--- src/rtl/code_dispatch_decoder.sv ---
// Event-code dispatch buffer: queues encoded event codes in order and replays
// each one as a registered one-hot strobe behind a show-ahead output register.
module code_dispatch_decoder #(
  parameter int CODE_W = 2,
  parameter int DEPTH  = 4
) (
  input  logic                     clk,
  input  logic                     rst,
  input  logic                     in_valid,
  input  logic [CODE_W-1:0]        in_code,
  output logic                     in_ready,
  output logic                     out_valid,
  output logic [CODE_W-1:0]        out_code,
  output logic [(1<<CODE_W)-1:0]   out_onehot,
  input  logic                     out_ready,
  output logic [$clog2(DEPTH):0]   level,
  output logic                     err_proto
);

  localparam int OH_W  = 1 << CODE_W;
  localparam int ARR   = DEPTH - 1;
  localparam int PTR_W = (ARR > 1) ? $clog2(ARR) : 1;
  localparam int LVL_W = $clog2(DEPTH) + 1;

  typedef enum logic {EMPTY, LOADED} state_t;

  state_t            state, state_next;
  logic [CODE_W-1:0] mem [ARR];
  logic [PTR_W-1:0]  wr_ptr, rd_ptr;
  logic [LVL_W-1:0]  arr_count;
  logic [CODE_W-1:0] head_code;
  logic [CODE_W-1:0] stall_code;
  logic              push, pop, arr_empty;
  logic              load_head, bypass, arr_read, arr_write;
  logic              stall_q;

  // The array holds DEPTH-1 entries, so pointers wrap explicitly rather than by overflow.
  function automatic logic [PTR_W-1:0] bump(input logic [PTR_W-1:0] p);
    return (p == PTR_W'(ARR - 1)) ? '0 : p + 1'b1;
  endfunction

  always_comb begin
    push      = in_valid && in_ready;
    pop       = out_valid && out_ready;
    arr_count = level - LVL_W'(out_valid);
    arr_empty = (arr_count == '0);
    head_code = bypass ? in_code : mem[rd_ptr];
  end

  always_ff @(posedge clk or posedge rst) begin
    if (rst) state <= EMPTY;
    else     state <= state_next;
  end

  always_comb begin
    state_next = state;
    load_head  = 1'b0;
    bypass     = 1'b0;
    arr_read   = 1'b0;
    arr_write  = 1'b0;
    case (state)
      EMPTY: begin
        if (push) begin
          state_next = LOADED;
          load_head  = 1'b1;
          bypass     = 1'b1;
        end
      end
      LOADED: begin
        if (pop) begin
          if (!arr_empty) begin
            load_head = 1'b1;
            arr_read  = 1'b1;
            arr_write = push;
          end else if (push) begin
            load_head = 1'b1;
            bypass    = 1'b1;
          end else begin
            state_next = EMPTY;
          end
        end else begin
          arr_write = push;
        end
      end
      default: state_next = EMPTY;
    endcase
  end

  // in_ready looks only at registered level, so backpressure never ripples combinationally.
  always_comb begin
    out_valid = (state == LOADED);
    in_ready  = (level != LVL_W'(DEPTH));
  end

  always_ff @(posedge clk) begin
    if (arr_write) mem[wr_ptr] <= in_code;
  end

  always_ff @(posedge clk or posedge rst) begin
    if (rst) begin
      out_code   <= '0;
      out_onehot <= '0;
      level      <= '0;
      wr_ptr     <= '0;
      rd_ptr     <= '0;
      err_proto  <= 1'b0;
      stall_q    <= 1'b0;
      stall_code <= '0;
    end else begin
      if (load_head) begin
        out_code   <= head_code;
        out_onehot <= OH_W'(1) << head_code;
      end else if (pop) begin
        out_onehot <= '0;
      end
      if (arr_write) wr_ptr <= bump(wr_ptr);
      if (arr_read)  rd_ptr <= bump(rd_ptr);
      case ({push, pop})
        2'b10:   level <= level + 1'b1;
        2'b01:   level <= level - 1'b1;
        default: level <= level;
      endcase
      // Held upstream data must stay put until taken; any withdrawal or change is latched.
      if (stall_q && (!in_valid || in_code != stall_code)) err_proto <= 1'b1;
      stall_q    <= in_valid && !in_ready;
      stall_code <= in_code;
    end
  end

endmodule

--- config.mk ---
export PLATFORM = sky130hd
export DESIGN_NAME = code_dispatch_decoder
export DESIGN_NICKNAME = d
export VERILOG_FILES = /design/src/rtl/code_dispatch_decoder.sv
export SDC_FILE = /design/constraint.sdc
export NUM_CORES = 1
export LEC_CHECK = 0
export ABC_CLOCK_PERIOD_IN_PS = 4000
export BUFFER_PORTS_ARGS = -buffer_cell sky130_fd_sc_hd__buf_4
export CAP_MARGIN = 20
export CORE_MARGIN = 1.5
export CORE_UTILIZATION = 40
export DETAILED_ROUTE_END_ITERATION = 7
export HOLD_SLACK_MARGIN = 0.12
export PLACE_DENSITY = 0.64
export SYNTH_ARGS = -nofsm -noshare
export SYNTH_HDL_FRONTEND = slang
export SYNTH_SLANG_ARGS = --single-unit
--- constraint.sdc ---
create_clock -name clk -period 4 [get_ports clk]
set_input_delay 0.8 -clock clk [delete_from_list [all_inputs] [get_ports clk]]
set_output_delay 0.8 -clock clk [all_outputs]
set_load 0.005 [all_outputs]
# Word-level counts from Yosys, hierarchy flattened
# Memory sizes are Yosys's and may differ from the RTL's.
# Cells that the tools add are included.
[word_totals]
inputBits = 6
ramBits = 6
mem_count = 1
register_bits = 18
output_inout_bits = 12
word_cells = 56
[op_classes]
n_mux = 23
addsub = 5
n_bitwise = 1
shift = 1
reduce_logical = 10
n_eq_ne = 6
[memory_table]
columns = ["memory", "depth", "word_bits", "read_ports", "rd_clocked_by_memory_dff", "wr", "line", "source"]
rows = [
  ["mem", 3, 2, 1, 0, 1, "28", "logic [CODE_W-1:0] mem [ARR];"],
]
[op_table]
columns = ["cell", "count"]
rows = [
  ["1-bit two-way mux", 14],
  ["4-bit two-way mux", 2],
  ["2-bit equality test (second input constant)", 3],
  ["2-bit two-way mux", 3],
  ["1-bit case mux with 2 select lines", 3],
  ["3-bit case mux with 2 select lines", 1],
  ["2-bit by 1-bit adder with 2-bit output (second input constant)", 2],
  ["1-bit logical AND", 4],
  ["2-bit nonzero test", 2],
  ["1-bit by 2-bit left shift with 4-bit output (first input constant)", 1],
  ["3-bit by 1-bit adder with 3-bit output (second input constant)", 1],
  ["3-bit zero test", 1],
  ["3-bit inequality test (second input constant)", 1],
  ["3-bit by 1-bit subtractor with 3-bit output", 1],
  ["3-bit by 1-bit subtractor with 3-bit output (second input constant)", 1],
  ["2-bit by 1-bit equality test with 1-bit output (second input constant)", 1],
  ["1-bit zero test", 2],
  ["2-bit inequality test", 1],
  ["1-bit logical OR", 1],
  ["1-bit NOT", 1],
]

# Depth between registers and ports, before layout
# Gate-level depths: netlist of run 1.
[depth]
ltp_word = 9
ltp_mapped = 11
mapped_depth_nobuf = 10

# Least setup slack after synthesis of run 1
# Ideal clock, no wire load.
[synth_timing]
path_type = "register -> register"
from = "reg level[2]"
to = "reg level[2]"
n_path_buf = 1
slack_ns = 1.843
synth_period_minus_slack_ns = 2.157
required_ns = 3.921
t_arrival_ns = 2.078
stages_incl_launch_ff = 12
setup_ns = 0.079
path_cell_list = "dfrtp_1 -> nor3b_4 -> inv_2 -> and2_4 -> buf_6 -> clkinv_2 -> ha_1 -> inv_1 -> fa_1 -> xor2_1 -> nor2_1 -> xor2_1"
[synth_between]
elab_chain_cells = 4
elab_cells_between_ends = 8
cone_classes = "2 x add/sub; 3 x eq/ne; 1 x mux; 2 x reduce/logical"
[synth_rtl]
columns = ["item", "line", "source"]
rows = [
  ["start, declared", "16", "output logic [$clog2(DEPTH):0] level,"],
  ["start signal, assigned", "119", "2'b10: level <= level + 1'b1;"],
  ["start signal, assigned", "120", "2'b01: level <= level - 1'b1;"],
  ["start signal, assigned", "121", "default: level <= level;"],
  ["3-bit inequality test *", "92", "in_ready = (level != LVL_W'(DEPTH));"],
  ["via in_ready", "11", "output logic in_ready,"],
  ["1-bit logical AND *", "43", "push = in_valid && in_ready;"],
  ["2-bit by 1-bit equality test with 1-bit output or 2-bit equality test (tied branches)", "118", "case ({push, pop})"],
  ["3-bit case mux with 2 select lines or 2-bit nonzero test (tied branches)", "--", ""],
]
# Mark *: on every way through the listed nets, which the timed path passes. The rest lies on a longest branch.
# A chain may end at the register's enable or synchronous reset.

# Worst setup path after layout of run 1
[layout_timing]
from = "reg level[2]"
to = "reg level[2]"
[layout_between]
elab_chain_cells = 4
elab_cells_between_ends = 8
cone_classes = "2 x add/sub; 3 x eq/ne; 1 x mux; 2 x reduce/logical"
[layout_rtl]
columns = ["item", "line"]
rows = [
  ["3-bit inequality test", "92"],
  ["1-bit logical AND", "43"],
  ["2-bit by 1-bit equality test with 1-bit output or 2-bit equality test (tied branches)", "118"],
  ["3-bit case mux with 2 select lines or 2-bit nonzero test (tied branches)", "--"],
]
# Parallel ways exist; a longest one is shown, timed or not.

==> results of run 1 <==
-- registers in the layout, indices dropped and copies added, names as in the netlist --
name        cells
rd_ptr          2
out_onehot      4
stall_q         1
err_proto       1
wr_ptr          2
level           3
mem             6
out_code        2
stall_code      2
out_valid       1
-- stage by stage --
| stage | hold slack [ns] | std cells | utilization [%] | setup slack [ns] | cell area, um2 |
|---|---|---|---|---|---|
| final | 0.4641 | 157 | 49.69 | 1.686 | 1418 |
| after floorplan | 0.4255 | 106 | - | 1.843 | 1236 |
| after detailed placement | 0.4400 | 153 | 48.77 | 1.680 | 1391 |
| after global routing | 0.4871 | 157 | 49.69 | 1.518 | 1418 |
| after CTS | 0.4690 | 157 | 49.69 | 1.680 | 1418 |
| after global placement | 0.4369 | 153 | 48.77 | 1.727 | 1391 |
-- metal layers --
| metal | wire length [um] | vias to the layer above |
|---|---|---|
| li1 | - | 430 |
| met1 | 1131 | 427 |
| met2 | 1175 | 26 |
| met3 | 87 | 2 |
| met4 | 16 | 0 |
| met5 | 0 | - |
-- cells in the mapped netlist (2+ instances only) --
cell        n  share of area (%)
nand2_1     6                1.8
inv_1       7                2.1
nor4b_1     2                1.4
a221oi_1    2                1.4
and3_1      2                1.0
dfrtp_1    18                 36
nor2_1      5                1.5
a2bb2oi_1   2                1.4
nand3_1     2               0.81
xnor2_1     3                2.1
edfxtp_1    6                 15
ha_1        2                2.0
a21o_1      4                2.4
nand2b_1    2                1.0
a32oi_1     3                2.1
mux2i_1     3                2.4
xor2_1      2                1.4
a211oi_1    2                1.2
o21ai_0     6                2.4
nand3b_1    2                1.2
a21oi_1     4                1.6
-- kinds of logic after synthesis --
family,count (synthesis),share of synthesized area (%)
flip-flops,24,51.01
AO/OA/AOI/OAI,30,18.02
multiplexers,4,3.340
AND/OR/NAND/NOR,29,15.39
XOR/XNOR,6,4.859
adder cells (fa/ha/maj),3,3.643
buffers and inverters,10,3.745
-- worst paths after layout --
path                       startpoint        end  slack, ns  cells past startpoint
max in group asynchronous         rst    stall_q       2.99                      2
setup / recovery             level[2]   level[2]       1.69                     10
setup reg to reg             level[2]   level[2]       1.69                     10
hold / removal                stall_q  err_proto       0.46                      1
min in group asynchronous         rst   level[2]       0.57                      2
hold reg to reg               stall_q  err_proto       0.46                      1
-- area by class of cell --
| class | count | area [um2] |
|---|---|---|
| tap | 31 | 38.79 |
| clock inverter | 1 | 3.754 |
| timing repair buffer | 17 | 127.6 |
| inverter | 9 | 35.03 |
| clock buffer | 3 | 22.52 |
| fill | 252 | 1435 |
| sequential | 24 | 630.6 |
| multi-input combinational | 72 | 559.3 |
-- power by group through the flow --
stage | logic, W | clock network (W) | registers, W
2_1_floorplan | 0.000361 | 0 | 0.000412
3_3_place_gp | 0.000509 | 0 | 0.000421
3_5_place_dp | 0.000518 | 0 | 0.000424
4_1_cts | 0.000521 | 0.000111 | 0.000419
5_1_grt | 0.000592 | 0.000118 | 0.000431
6_report | 0.000520 | 0.000106 | 0.000419
==> results.cfg, run 1 <==
[clock_network]
insertion_delay_ns = 0.31
cts_root_buf = clkbuf_4
htreeDepth = 1
holdBufCountCts = 0
cts_tree = built
cts_resized = 0
cts_buffer_depth = 2
cts_inserted_buffers = 3
cts_setup_buffers = 0
clkTransAtPathRegs_ns = 0.13
cts_num_sinks = 24

[floorplanning]
rows = 19
start_util_pct = 43.33
die-area_um2 = 3433
core_area_um2 = 2853
die_w_um = 58.59
io_pins = 18
die_h_um = 58.59

[synth]
ys_ff_latch = 24
synthArstFlopShare_pct = 75.00
synth_warnings = 0
synthDistinctLibCells = 42
synth-seq-area-share_pct = 51.01
yosys_most_used_dff = dfrtp_1
synth-edff-count = 6
syn_area_per_cell_um2 = 11.66
syn_nets = 115
synth_cells = 106
syn_area_um2 = 1236

[grt]
grt_pass1_vias = 915
grt_pass1_wl_mm = 4.291
grt.met3_usage_pct = 2.637
overflow = 0
antenna_found_initial = 0
use_met1_pct = 22.63
top_usage_layer = met2
grtUsageTotal_pct = 16.42
grt_util_met2_pct = 25.68
grt_max_degree = 19

[power_and_ir_drop]
p_int_w = 0.0006181
switching_share_pct = 40.88
clkPwrFrac_pct = 10.2
power_density_nw_per_um2 = 737.5
seq_power_share_pct = 40.1
ir_drop_uv = 413.0
leakagePower_nw = 0.6122
combPwrFrac_pct = 49.7
p_total_w = 0.001046
p_switching_w = 0.0004275

[drt]
viasPerCell = 5.637
routed_wl_mm = 2.411
antenna_left = 0
drtPass1Iterations = 4
wire_per_inst_um = 15.36
routed-via-count = 885
route.detailed.drc = 0
drt_iter0_markers = 51

[placement]
gp_congestion = 0.8541
port_buffers = 17
place_hpwl_mm = 1.804

[final_layout]
finalNetCount = 136
drive_gt1_share_pct = 24.60
syn_to_final_growth_pct = 14.68
num_antenna_cells = 0
layout_common_cells = 18 x dfrtp_1, 17 x buf_4, 7 x inv_1
mostFrequentLayoutCell = dfrtp_1

[timing]
setup_viol = 0
grt_setup_unrepaired = false
timing.final.crit_share_pct = 57.85
relSlewSlack_pct = 54.65
setup_tns_ns = 0
tightest_slew_ns = 0.6795
min_period_ns = 2.314
slew_viol_final = 0
fmax_mhz = 432.1
hold_viol_final = 0
skew_ns = 0.007418

[setup_path]
cp-start-kind = register
critPathTopFamily = simple AND/OR/NAND/NOR gates
required_ns = 4.25
endpoint_kind = register
crit_path_max_fanout = 7
slowest_delay_ns = 0.47
crit_slowest_cell = dfrtp_1
path_common_cell = xor2_1
criticalPathCategory = reg -> reg
crit_buf_inv = 3
cp_data_arrival_time_ns = 2.56
cp_cell_sequence = nor3b_4, inv_2, and2_4, clkinv_2, ha_1, inv_1, fa_1, xor2_1, nor2_1, xor2_1

[run]
maxCapViolCount = 0

[min_path]
hp-class = reg -> reg

[outcome]
status = completed
(Power assumes the default switching activity.)
==> run 2, diff against run 1 <==
--- a/config.mk
+++ b/config.mk
@@ -5,7 +5,7 @@
 export SDC_FILE = /design/constraint.sdc
 export NUM_CORES = 1
 export LEC_CHECK = 0
-export ABC_CLOCK_PERIOD_IN_PS = 4000
+export ABC_CLOCK_PERIOD_IN_PS = 2400
 export BUFFER_PORTS_ARGS = -buffer_cell sky130_fd_sc_hd__buf_4
 export CAP_MARGIN = 20
 export CORE_MARGIN = 1.5
==> constraint.sdc (replaced) <==
create_clock -name clk -period 2.4 [get_ports clk]
set_input_delay 0.48 -clock clk [delete_from_list [all_inputs] [get_ports clk]]
set_output_delay 0.48 -clock clk [all_outputs]
set_load 0.005 [all_outputs]
==> run 2 against run 1 <==
Effect of this change: routed wire length fell by 3.3%; cell count rose by 0.64%; clock skew fell by 0.0054 ns; utilization rose by 1.2 points; flip-flop and latch count did not move; combinational power rose by 65%; worst hold slack got worse by 0.19 ns; critical path depth did not move; critical path type unchanged; largest cell class unchanged.
==> results.cfg, run 2 (same netlist as run 1, synthesis figures left out) <==
[outcome]
status = completed

[drt]
routed-via-count = 864
antenna_left = 0
wl_met1_mm = 1.124
drt_iter0_markers = 32
wl_met2_mm = 1.113
wire_per_inst_um = 14.76
route.detailed.drc = 0
dr_wl_met3_um = 78
routed_wl_mm = 2.332
drtPass1Iterations = 4
viasPerCell = 5.468
top_layer = met4

[floorplanning]
die_h_um = 58.59
core_area_um2 = 2853
io_pins = 18
die_w_um = 58.59
start_util_pct = 43.33
rows = 19
die-area_um2 = 3433

[placement]
dpl_worst_slack_ns = 0.1457
gp_congestion = 0.8465
place_hpwl_mm = 1.761
place_inst = 153
port_buffers = 17

[grt]
grt_pass1_vias = 896
grt_pass1_wl_mm = 4.015
grt_max_degree = 19
grtUsageTotal_pct = 15.48
overflow = 0
antenna_found_initial = 0

[clock_network]
holdBufCountCts = 0
cts_tree = built
cts_num_sinks = 24
clkTransAtPathRegs_ns = 0.13
htreeDepth = 1
insertion_delay_ns = 0.30
cts_root_buf = clkbuf_4
cts_inserted_buffers = 3
cts_buffer_depth = 2

[timing]
fmax_mhz = 460.6
slew_viol_final = 0
setup_tns_ns = 0
timing.final.crit_share_pct = 90.46
grt_setup_unrepaired = false
whs_ns = 0.2696
min_period_ns = 2.171
hold_viol_final = 0
layout_setup_ws_ns = 0.2289
relSlewSlack_pct = 53.23
tightest_slew_ns = 0.7008
skew_ns = 0.001988
setup_viol = 0

[power_and_ir_drop]
clkPwrFrac_pct = 15.6
p_int_w = 0.001147
combPwrFrac_pct = 46.6
switching_share_pct = 37.71
p_switching_w = 0.0006944
p_total_w = 0.001841
leakagePower_nw = 0.6291
ir_drop_uv = 703.6
power_density_nw_per_um2 = 1267
seq_power_share_pct = 37.8

[setup_path]
required_ns = 2.63
criticalPathCategory = reg -> reg
endpoint_kind = register
crit_path_max_fanout = 7
cp_data_arrival_time_ns = 2.41
cp-start-kind = register

[final_layout]
syn_to_final_growth_pct = 17.51
num-fill-cells = 267
num_antenna_cells = 0
reg_top3 = mem x6, out_onehot x4, level x3
largest_reg_flops = 6
finalNetCount = 137
layout_common_cells = 18 x buf_4, 17 x dfrtp_1, 7 x inv_1
regArea_um2 = 631.9
finalNonFillerCells = 158
mostFrequentLayoutCell = buf_4
multi_input_area_um2 = 559.3
largest_register = mem
drive_gt1_share_pct = 26.77

[run]
maxCapViolCount = 0

[min_path]
hp-class = in -> async
[run 2: cell types whose count changed in the layout (fill, tap and decap cells not counted)]
cell,change
dfrtp_1,-1
clkinv_1,-1
buf_4,+1
bufinv_16,+1
dfrtp_2,+1
[run 2: what timing repair did]
action                                  in CTS  in global routing
setup buffers                                0                  1
resized for setup                            0                  1
endpoints found under the setup margin       0                  1
hold endpoints to repair                     0                  0
[run 2: area by class of cell]
cell class / instances / area share (%)
Multi-Input combinational cell: 72 / 38.50
Timing Repair Buffer: 18 / 9.302
Clock buffer: 3 / 1.550
Tap cell: 31 / 2.670
Sequential cell: 24 / 43.50
Inverter: 9 / 2.412
Clock inverter: 1 / 2.067
[run 2: final timing paths]
| path | from | to | slack, ns | depth (start not counted) |
|---|---|---|---|---|
| setup / recovery | level[1] | level[2] | 0.23 | 10 |
| hold / removal | rst | level[1] | 0.27 | 2 |
| setup reg to reg | level[1] | level[2] | 0.23 | 10 |
| hold reg to reg | stall_q | err_proto | 0.48 | 1 |
| max in group asynchronous | rst | level[2] | 1.65 | 2 |
| min in group clk | in_code[0] | stall_code[0] | 0.36 | 1 |
[run 2: layer usage]
metal  vias to the layer above  track usage, %
met2                        18           24.72
met4                         0           5.844
met3                         2           3.516
met1                       413           20.62
li1                        431               -
met5                         -               0
[run 2: stage by stage]
step	cell area, um2	utilization [%]
floorplan	1236	-
global placement	1391	48.77
detailed placement	1391	48.77
CTS	1444	50.61
global route	1453	50.92
finish	1453	50.92
[run 2: critical path, cell delays in order (launching register included)]
cell and delay (ns):
dfrtp_1 0.46, nor3b_4 0.24, inv_2 0.10, and2_4 0.20
clkinv_2 0.07, ha_1 0.18, inv_1 0.06, fa_1 0.37
xor2_1 0.15, nor2_1 0.11, xor2_1 0.16
[run 2: power groups by stage]
stage               registers [W]  clock network (W)  logic, W
finish                   0.000696           0.000287  0.000858
global route             0.000717           0.000311  0.000963
CTS                      0.000695           0.000297  0.000859
detailed placement       0.000704                  0  0.000855
global placement         0.000697                  0  0.000845
floorplan                0.000687                  0  0.000602
==> run 3, diff against run 2 <==
--- a/config.mk
+++ b/config.mk
@@ -5,6 +5,7 @@
 export SDC_FILE = /design/constraint.sdc
 export NUM_CORES = 1
 export LEC_CHECK = 0
+export ABC_AREA = 1
 export ABC_CLOCK_PERIOD_IN_PS = 2400
 export BUFFER_PORTS_ARGS = -buffer_cell sky130_fd_sc_hd__buf_4
 export CAP_MARGIN = 20
@@ -12,7 +13,7 @@
 export CORE_UTILIZATION = 40
 export DETAILED_ROUTE_END_ITERATION = 7
 export HOLD_SLACK_MARGIN = 0.12
-export PLACE_DENSITY = 0.64
+export PLACE_DENSITY = 0.65
 export SYNTH_ARGS = -nofsm -noshare
 export SYNTH_HDL_FRONTEND = slang
 export SYNTH_SLANG_ARGS = --single-unit
==> run 3 against run 2 <==
Effect of this change: sequential share of layout area up 3.0 points; critical path type unchanged; flip-flop and latch count unchanged; register-to-register slack better by 0.20 ns; highest routed layer unchanged; largest power group unchanged; cell count up 15%; routed wire length down 11%.
==> results.cfg, run 3 <==
[outcome]
status = completed

[timing]
slew_viol_final = 0
setup_viol = 0
fmax_mhz = 507.1
relSlewSlack_pct = 51.84
setup_tns_ns = 0
tightest_slew_ns = 0.7216
min_period_ns = 1.972
timing.final.crit_share_pct = 82.16
whs_ns = 0.2689
layout_setup_ws_ns = 0.4280
skew_ns = 0.01367
grt_setup_unrepaired = false
hold_viol_final = 0

[setup_path]
required_ns = 2.59
crit_slowest_cell = dfrtp_1
crit_path_max_fanout = 9
cp_cell_sequence = nor2_2, a21oi_4, inv_2, ha_1, inv_1, fa_1, a21oi_1, o21ai_0, xor2_1
endpoint_kind = register
criticalPathCategory = reg -> reg
r2r_slack_ns = 0.43
critPathTopFamily = adder cells
crit_buf_inv = 2
slowest_delay_ns = 0.44
cp_data_arrival_time_ns = 2.17
cp-start-kind = register

[final_layout]
largest_register = mem
reg_top3 = mem x6, out_onehot x4, level x3
syn_to_final_growth_pct = 16.56
finalNonFillerCells = 181
largest_reg_flops = 6
num_antenna_cells = 0
finalNetCount = 160
drive_gt1_share_pct = 22.00
mostFrequentLayoutCell = nand2_1
layout_common_cells = 33 x nand2_1, 22 x inv_1, 18 x dfrtp_1

[synth]
synth.top_cells.by_count = 33 x nand2_1, 22 x inv_1, 18 x dfrtp_1, 15 x nand3_1, 6 x edfxtp_1
synth_top_cell_by_area = dfrtp_1
synth_cells = 129
synthDistinctLibCells = 23
syn_nets = 138
syn_area_um2 = 1164
ys_top_cells_by_area = dfrtp_1 39%, edfxtp_1 15%, nand2_1 11%, inv_1 7.1%, nand3_1 6.5%
ys_ff_latch = 24
syn_area_per_cell_um2 = 9.020
synth-seq-area-share_pct = 54.19
synth_top_area_share_pct = 38.71
synth_warnings = 0
yosysMostFrequentCell = nand2_1
synthArstFlopShare_pct = 75.00
yosys_most_used_dff = dfrtp_1
synth-edff-count = 6

[drt]
routed_wl_mm = 2.067
wire_per_inst_um = 11.42
drtPass1Iterations = 4
antenna_left = 0
viasPerCell = 4.773
wl_met2_um = 964
top_layer = met4
routed-via-count = 864
dr_wl_met3_um = 63
drt_iter0_markers = 18
wl_met1_mm = 1.021
route.detailed.drc = 0

[floorplanning]
die-area_um2 = 3242
rows = 19
core_area_um2 = 2758
start_util_pct = 42.20
io_pins = 18
die_h_um = 56.94
die_w_um = 56.94

[placement]
dpl_worst_slack_ns = 0.3902
place_hpwl_mm = 1.564
port_buffers = 17
place_inst = 177
gp_congestion = 0.7503

[clock_network]
cts_resized = 0
cts_inserted_buffers = 3
cts_root_buf = clkbuf_4
clkTransAtPathRegs_ns = 0.14
cts_buffer_depth = 2
cts_setup_buffers = 0
cts_tree = built
cts_num_sinks = 24
insertion_delay_ns = 0.31
htreeDepth = 1
holdBufCountCts = 0

[grt]
grt_max_degree = 19
grt_pass1_vias = 866
overflow = 0
grtUsageTotal_pct = 14.16
antenna_found_initial = 0
grt_pass1_wl_mm = 3.608

[power_and_ir_drop]
p_total_w = 0.001687
leakagePower_nw = 0.7144
power_density_nw_per_um2 = 1244
ir_drop_uv = 842.4

[run]
maxCapViolCount = 0

[min_path]
hp-class = in -> async
[run 3: cell count changes after synthesis, sizes merged, moves of 3 or more]
cell   before  now
nor3b       3    0
a21o        4    0
nand3       2   15
nand2       6   37
a32oi       3    0
and2        3    0
inv         8   25
mux2i       3    0
[run 3: report_power, final]
group | internal, W | switching (W)
logic | 0.000343 | 0.000496
registers | 0.000559 | 0.000106
clock network | 0.0000649 | 0.000118
[run 3: cell type report]
type | instances | area, um2
fillers | 277 | 1401
inverters | 25 | 93.84
multi-input cells | 80 | 439.2
clock buffers | 4 | 26.28
flip-flops and latches | 24 | 630.6
well taps | 31 | 38.79
repair buffers | 17 | 127.6
[run 3: kinds of logic (layout without fill, tap and decap cells)]
family | after synthesis | count (layout) | share of synthesized area (%)
compound gates | 11 | 11 | 6.237
xor+xnor | 4 | 4 | 3.011
simple gates | 61 | 61 | 23.66
fa+ha+maj | 3 | 3 | 3.871
buf+inv | 25 | 46 | 8.065
mux | 1 | 1 | 0.9677
flops | 24 | 24 | 54.19
[run 3: final timing paths]
path	start	end	cells after the start
max	level[0]	level[2]	9
min	rst	out_onehot[3]	2
max reg2reg	level[0]	level[2]	9
min reg2reg	err_proto	err_proto	2
max in group asynchronous	rst	wr_ptr[1]	2
min in group clk	in_code[1]	stall_code[1]	1
[run 3: metrics by stage]
step	instance area, um2	utilization [%]
after floorplan	1164	-
after global routing	1356	49.18
final	1356	49.18
after detailed placement	1330	48.23
after global placement	1330	48.23
after CTS	1356	49.18
[run 3: worst register-to-register path, cell delays in order, from the launching register on]
cell     delay (ns)
dfrtp_1        0.44
nor2_2         0.19
a21oi_4        0.13
inv_2          0.11
ha_1           0.15
inv_1          0.07
fa_1           0.37
a21oi_1        0.14
o21ai_0        0.11
xor2_1         0.15
[run 3: per-layer routing]
metal / track usage [%] / vias up
met1: 18.79 / 401
met4: 2.658 / 0
met2: 22.99 / 14
li1: - / 447
met5: 0 / -
met3: 4.762 / 2
